[src/rtl/disp_pll_supervisor.sv]
// Display PLL supervisor, running in the 25 MHz reference clock domain.
// Sequences the PLL reset, qualifies lock before releasing the display
// reset, measures the PLL output frequency through a toggle bit, and keeps
// saturating counts of lock losses and lock timeouts.
//
// Input handshake note: clear_stats is a plain one-cycle strobe with no
// valid/ready pairing; it is acted on in the cycle it is high.
module disp_pll_supervisor #(
  parameter int SYNC_STAGES  = 2,
  parameter int PLL_RST_CYC  = 16,
  parameter int LOCK_TIMEOUT = 65535,
  parameter int LOCK_STABLE  = 1024,
  parameter int RST_HOLD     = 64,
  parameter int MEAS_WIN     = 4096,
  parameter int EXP_EDGES    = 1638,
  parameter int TOL          = 8
) (
  input  logic        clk,
  input  logic        reset,
  input  logic        pll_lock,
  input  logic        pll_tog,
  input  logic        clear_stats,
  output logic        pll_reset,
  output logic        disp_reset,
  output logic        locked_ok,
  output logic [15:0] freq_count,
  output logic        freq_valid,
  output logic        freq_err,
  output logic [7:0]  lock_loss_cnt,
  output logic [7:0]  retry_cnt
);

  typedef enum logic [2:0] {
    S_PRST = 3'd0,
    S_WAIT = 3'd1,
    S_STAB = 3'd2,
    S_HOLD = 3'd3,
    S_RUN  = 3'd4
  } state_t;

  localparam logic [15:0] EDGE_LO = 16'(EXP_EDGES - TOL);
  localparam logic [15:0] EDGE_HI = 16'(EXP_EDGES + TOL);

  state_t                 state_q, state_d;
  logic [31:0]            cnt_q, cnt_d;
  logic [SYNC_STAGES-1:0] lock_sync_q, lock_sync_d;
  logic [SYNC_STAGES-1:0] tog_sync_q, tog_sync_d;
  logic                   tog_prev_q, tog_prev_d;
  logic [15:0]            edges_q, edges_d;
  logic [15:0]            freq_count_q, freq_count_d;
  logic                   freq_valid_q, freq_valid_d;
  logic                   freq_err_q, freq_err_d;
  logic [7:0]             lock_loss_q, lock_loss_d;
  logic [7:0]             retry_q, retry_d;
  logic                   disp_reset_q, disp_reset_d;
  logic                   lock_s, tog_s, edge_det;
  logic                   loss_inc, retry_inc;
  logic [15:0]            edges_sat;

  assign lock_s    = lock_sync_q[SYNC_STAGES-1];
  assign tog_s     = tog_sync_q[SYNC_STAGES-1];
  assign edge_det  = tog_s ^ tog_prev_q;
  assign edges_sat = (edges_q == 16'hFFFF) ? edges_q : edges_q + {15'd0, edge_det};

  // Next-state logic: FSM, shared state counter, frequency window and stats.
  always_comb begin
    state_d      = state_q;
    cnt_d        = cnt_q + 32'd1;
    lock_sync_d  = {lock_sync_q[SYNC_STAGES-2:0], pll_lock};
    tog_sync_d   = {tog_sync_q[SYNC_STAGES-2:0], pll_tog};
    tog_prev_d   = tog_s;
    edges_d      = edges_q;
    freq_count_d = freq_count_q;
    freq_valid_d = 1'b0;
    freq_err_d   = freq_err_q;
    loss_inc     = 1'b0;
    retry_inc    = 1'b0;

    case (state_q)
      S_PRST: begin
        if (cnt_q == 32'(PLL_RST_CYC - 1)) state_d = S_WAIT;
      end
      S_WAIT: begin
        if (lock_s) begin
          state_d = S_STAB;
        end else if (cnt_q == 32'(LOCK_TIMEOUT - 1)) begin
          state_d   = S_PRST;
          retry_inc = 1'b1;
        end
      end
      S_STAB: begin
        if (!lock_s) state_d = S_WAIT;
        else if (cnt_q == 32'(LOCK_STABLE - 1)) state_d = S_HOLD;
      end
      S_HOLD: begin
        if (!lock_s) state_d = S_WAIT;
        else if (cnt_q == 32'(RST_HOLD - 1)) state_d = S_RUN;
      end
      S_RUN: begin
        if (!lock_s) begin
          state_d  = S_WAIT;
          loss_inc = 1'b1;
        end else if (cnt_q == 32'(MEAS_WIN - 1)) begin
          // Window closes: an edge seen now opens the next window.
          cnt_d        = 32'd0;
          freq_count_d = edges_q;
          freq_valid_d = 1'b1;
          freq_err_d   = freq_err_q | (edges_q < EDGE_LO) | (edges_q > EDGE_HI);
          edges_d      = {15'd0, edge_det};
        end else begin
          edges_d = edges_sat;
        end
      end
      default: state_d = S_PRST;
    endcase

    // Every state entry restarts the counter; RUN entry also opens a fresh window.
    if (state_d != state_q) begin
      cnt_d   = 32'd0;
      edges_d = (state_d == S_RUN) ? {15'd0, edge_det} : 16'd0;
    end

    lock_loss_d = lock_loss_q;
    if (clear_stats) lock_loss_d = 8'd0;
    else if (loss_inc && lock_loss_q != 8'hFF) lock_loss_d = lock_loss_q + 8'd1;

    retry_d = retry_q;
    if (clear_stats) retry_d = 8'd0;
    else if (retry_inc && retry_q != 8'hFF) retry_d = retry_q + 8'd1;

    // Registered so release lags RUN entry by one cycle and reassertion
    // follows the first low lock sample.
    disp_reset_d = !((state_q == S_RUN) && lock_s);
  end

  // State registers with synchronous active-high reset.
  always_ff @(posedge clk) begin
    if (reset) begin
      state_q      <= S_PRST;
      cnt_q        <= '0;
      lock_sync_q  <= '0;
      tog_sync_q   <= '0;
      tog_prev_q   <= 1'b0;
      edges_q      <= '0;
      freq_count_q <= '0;
      freq_valid_q <= 1'b0;
      freq_err_q   <= 1'b0;
      lock_loss_q  <= '0;
      retry_q      <= '0;
      disp_reset_q <= 1'b1;
    end else begin
      state_q      <= state_d;
      cnt_q        <= cnt_d;
      lock_sync_q  <= lock_sync_d;
      tog_sync_q   <= tog_sync_d;
      tog_prev_q   <= tog_prev_d;
      edges_q      <= edges_d;
      freq_count_q <= freq_count_d;
      freq_valid_q <= freq_valid_d;
      freq_err_q   <= freq_err_d;
      lock_loss_q  <= lock_loss_d;
      retry_q      <= retry_d;
      disp_reset_q <= disp_reset_d;
    end
  end

  assign pll_reset     = (state_q == S_PRST);
  assign locked_ok     = (state_q == S_RUN);
  assign disp_reset    = disp_reset_q;
  assign freq_count    = freq_count_q;
  assign freq_valid    = freq_valid_q;
  assign freq_err      = freq_err_q;
  assign lock_loss_cnt = lock_loss_q;
  assign retry_cnt     = retry_q;

endmodule

[config.mk]
export PLATFORM = sky130hd
export DESIGN_NAME = disp_pll_supervisor
export DESIGN_NICKNAME = d
export VERILOG_FILES = /design/src/rtl/disp_pll_supervisor.sv
export SDC_FILE = /design/constraint.sdc
export NUM_CORES = 1
export LEC_CHECK = 0
export ABC_AREA = 1
export CORE_ASPECT_RATIO = 0.8
export CORE_MARGIN = 5
export CORE_UTILIZATION = 40
export DETAILED_ROUTE_END_ITERATION = 8
export SKIP_LAST_GASP = 1
export SLEW_MARGIN = 40
export SYNTH_ARGS = -nofsm -noshare
export SYNTH_HDL_FRONTEND = slang
export SYNTH_SLANG_ARGS = --single-unit
[constraint.sdc]
create_clock -name clk -period 3.7 [get_ports clk]
set_clock_uncertainty 0.05 [all_clocks]
set_input_delay 0.37 -clock clk [delete_from_list [all_inputs] [get_ports clk]]
set_output_delay 0.37 -clock clk [all_outputs]
set_load 0.03 [all_outputs]
==> results.md <==
- Combinational fraction of design power: 0.022
- Setup-failing EPs final: 0
- Rel. slew slack: 0.539
- Power, Total: 1.94 mW
- Setup TNS: 0 ns
- Largest cells by area after synthesis: dfxtp_1 (39%), nor2_1 (12%), inv_1 (6.6%), nand2_1 (6.1%), xor2_1 (4.3%)
- Clock Path Buffers: 2
- Synthesis Warnings: 0
- Fmax: 0.364 GHz
- Ratio of cells with drive above 1 in the final layout: 0.0759
- Via/cell ratio: between 4 and 5
- Synthesized Nets: 656
- Final min period: 2.75 ns
- CP arrival: 2.94 ns
- Final Hold Vio Count: 0
- Antenna violations before repair: 0
- Pwr per Cell Area: 358 mW/mm^2
- Post-CTS setup buffers: 0
- Die Ht: 106 microns
- Fill cell count: 1137
- Sequential area share after synthesis: 0.392
- Post-Synth XOR/XNOR Area: 0.0584
- Routed length per instance: 12.9 microns
- First-pass GRT wire length: 18.4 mm
- I/O Pins: 42
- Worst-Skew Late Latency: between 0.3 and 0.4 ns
- DR iter-0 viols: 285
- Crit. End Element: register
- # DRC: 0
- CTS Hold Buffers Added: 0
- Row count: 35
- Initial DRT Pass Iterations: 5
- Port Buffers: 41
- Clk pwr share: 0.468
- Outcome: finished, final reports clean
- Grt ovf: 0
- Seq cells post-synth: 91
- Post-synthesis cell count: around 650
- P_int: 1.54 mW
- Vias in the first global route: between 3000 and 4000
- RSZ-0062 raised after global routing: false
- Root Driver: clkbuf_16
- GR Util All Layers: 0.162
- Antenna diodes: 0
- Slew at the pin closest to its max-slew limit: 0.689 ns
- Layout area overhead: 16.8%
- Routed wire length: 10.7 mm
- Max Fanout on Critical Path: 24
- Syn Area/Cell: 7.20 sq um
- Max-Cap Viols: 0
- Worst path required time: approximately 3.9 ns
- Clk slew on worst S/H paths: 0.06 ns
- Cts bufs inserted: 9
- Startpoint Class: register
- Starting density of the core: 0.407
- Nets: 691
- Post-DP HPWL: 8.07 mm
- H-tree depth: 3
- CP Class: register to register
- # clock sinks: slightly above 90
- Synth Area in Adders: 0.0162
- Routed Antenna Nets: 0
- Core Area: ~0.011 sq mm
- Via count: a little over 4000
- Largest family of logic cells by synthesized area: simple AND/OR/NAND/NOR gates
- Post-CTS Resized: 0
- Area of the die: between 0.01 and 0.015 sq mm
- Simple-gate area share of the yosys netlist: 0.325
- Pin count of the biggest net entering global routing: 31
- Dominant cell type by area after synthesis: dfxtp_1
- Synth Area in Compound Gates: 0.110
- Routability congestion estimate: 0.881
- Netlist cell types: 43
- CTS tree: done
- Final Max Tran Viols: 0
- Proportion of synthesized area in mux cells: 0
- Yosys top cell area share: 0.392
- Synth Cell Area: 0.00465 sq mm
- Worst VDD drop: 226 uV
- Switching Share: 0.205
- Reg power frac: 0.509
- Die W: 131 microns
- Hold Path Class: register to register
- NetSw: 398 uW
- Final period util: 0.742
- LEAKAGE: roughly 2 nW
path summary, 6_finish.rpt:
kind	start	endpoint	slack [ns]	cells past startpoint
min reg2reg	tog_sync_q[0]$_SDFF_PP0_	tog_sync_q[1]$_SDFF_PP0_	0.35	2
max reg2reg	cnt_q[0]$_SDFF_PP0_	cnt_q[16]$_SDFF_PP0_	0.95	14
max	cnt_q[0]$_SDFF_PP0_	cnt_q[16]$_SDFF_PP0_	0.95	14
min	tog_sync_q[0]$_SDFF_PP0_	tog_sync_q[1]$_SDFF_PP0_	0.35	2
state kept, by name, summed over array words and instances (netlist names):
name           flops
tog_prev_q         1
cnt_q             32
state_q            3
freq_valid         1
freq_err           1
freq_count        16
retry_cnt          8
disp_reset         1
tog_sync_q         2
edges_q           16
lock_loss_cnt      8
lock_sync_q        2
kinds of logic (layout without fill, tap and decap cells):
kind of cell,after synthesis,in the layout
adder cells (fa/ha/maj),6,6
AO/OA/AOI/OAI,80,80
AND/OR/NAND/NOR,328,328
XOR/XNOR,31,31
flip-flops,91,91
buffers and inverters,109,149
critical path: stages (launching register included):
cell and delay, ns:
dfxtp_1 0.33, inv_1 0.06, ha_1 0.13, inv_1 0.04, nor2_1 0.16, nand2_1 0.08, nor2_1 0.10, nand3_1 0.16
nand2_1 0.11, nand2_1 0.09, nor2_4 0.12, nand4_2 0.08, nand2_2 0.35, nand3_2 0.51, nor3_1 0.28
layer usage:
metal	GRT usage	share of wire	wire length [microns]	vias up
met3	0.0452	0.047	505	14
met1	0.224	0.49	5220	1869
met2	0.241	0.45	4780	75
met5	0	0	0	-
met4	0.0543	0.019	206	0
li1	-	-	-	2178
synthesized netlist by cell type (all sizes together):
cell / number
nor2: 153
dfxtp: 91
inv: 89
nand2: 83
nor3: 33
nand3: 29
o21ai: 25
xor2: 23
nand4: 19
a21oi: 18
a211oi: 15
o2111ai: 15
buf: 13
xnor2: 8
clkbuf: 6
ha: 6
a31oi: 4
nor4: 4
nor3b: 3
or2: 2
a221oi: 1
a22o: 1
and3: 1
clkinv: 1
nand3b: 1
o21a: 1
power groups by stage:
stage                     registers (mW)  logic, mW  clock network (mW)
after global routing               0.989     0.0489               0.988
after floorplan                     1.01     0.0318                   0
after global placement              1.01     0.0427                   0
final                              0.989     0.0432               0.909
after detailed placement            1.01     0.0444                   0
after CTS                          0.989     0.0445               0.939
final cells by class:
type | count | area, sq um | area share
repair buffers | 43 | 420 | 0.0774
inverters | 90 | 338 | 0.0622
clock buffers | 12 | 246 | 0.0454
well taps | 148 | 185 | 0.0341
flip-flops and latches | 91 | 1820 | 0.336
multi-input cells | 445 | 2370 | 0.436
clock inverters | 4 | 48.8 | 0.00899
cells in the final DEF, fill, tap and decap left out, drive strengths merged:
cell type        n
nor2           153
or2              2
clkdlybuf4s50   40
clkbuf          12
a21oi           18
nor3b            3
nand3b           1
and3             1
xnor2            8
nand2           83
a31oi            4
dfxtp           91
xor2            23
a221oi           1
o21ai           25
o2111ai         15
o21a             1
inv             90
buf              3
nand3           29
nor3            33
clkinv           3
nor4             4
bufinv           1
nand4           19
ha               6
a22o             1
a211oi          15
metrics by stage:
step | instances | setup WS [ns] | hold slack [ns] | utilization | area, sq um
after global routing | 833 | 0.577 | 0.366 | 0.475 | 5430
after detailed placement | 817 | 0.969 | 0.348 | 0.450 | 5140
final | 833 | 0.953 | 0.353 | 0.475 | 5430
after floorplan | 645 | 1.42 | 0.338 | - | 4650
after CTS | 833 | 0.913 | 0.354 | 0.475 | 5430
after global placement | 817 | 1.05 | 0.347 | 0.450 | 5140
Note: power is estimated with default switching activity, not from simulation.
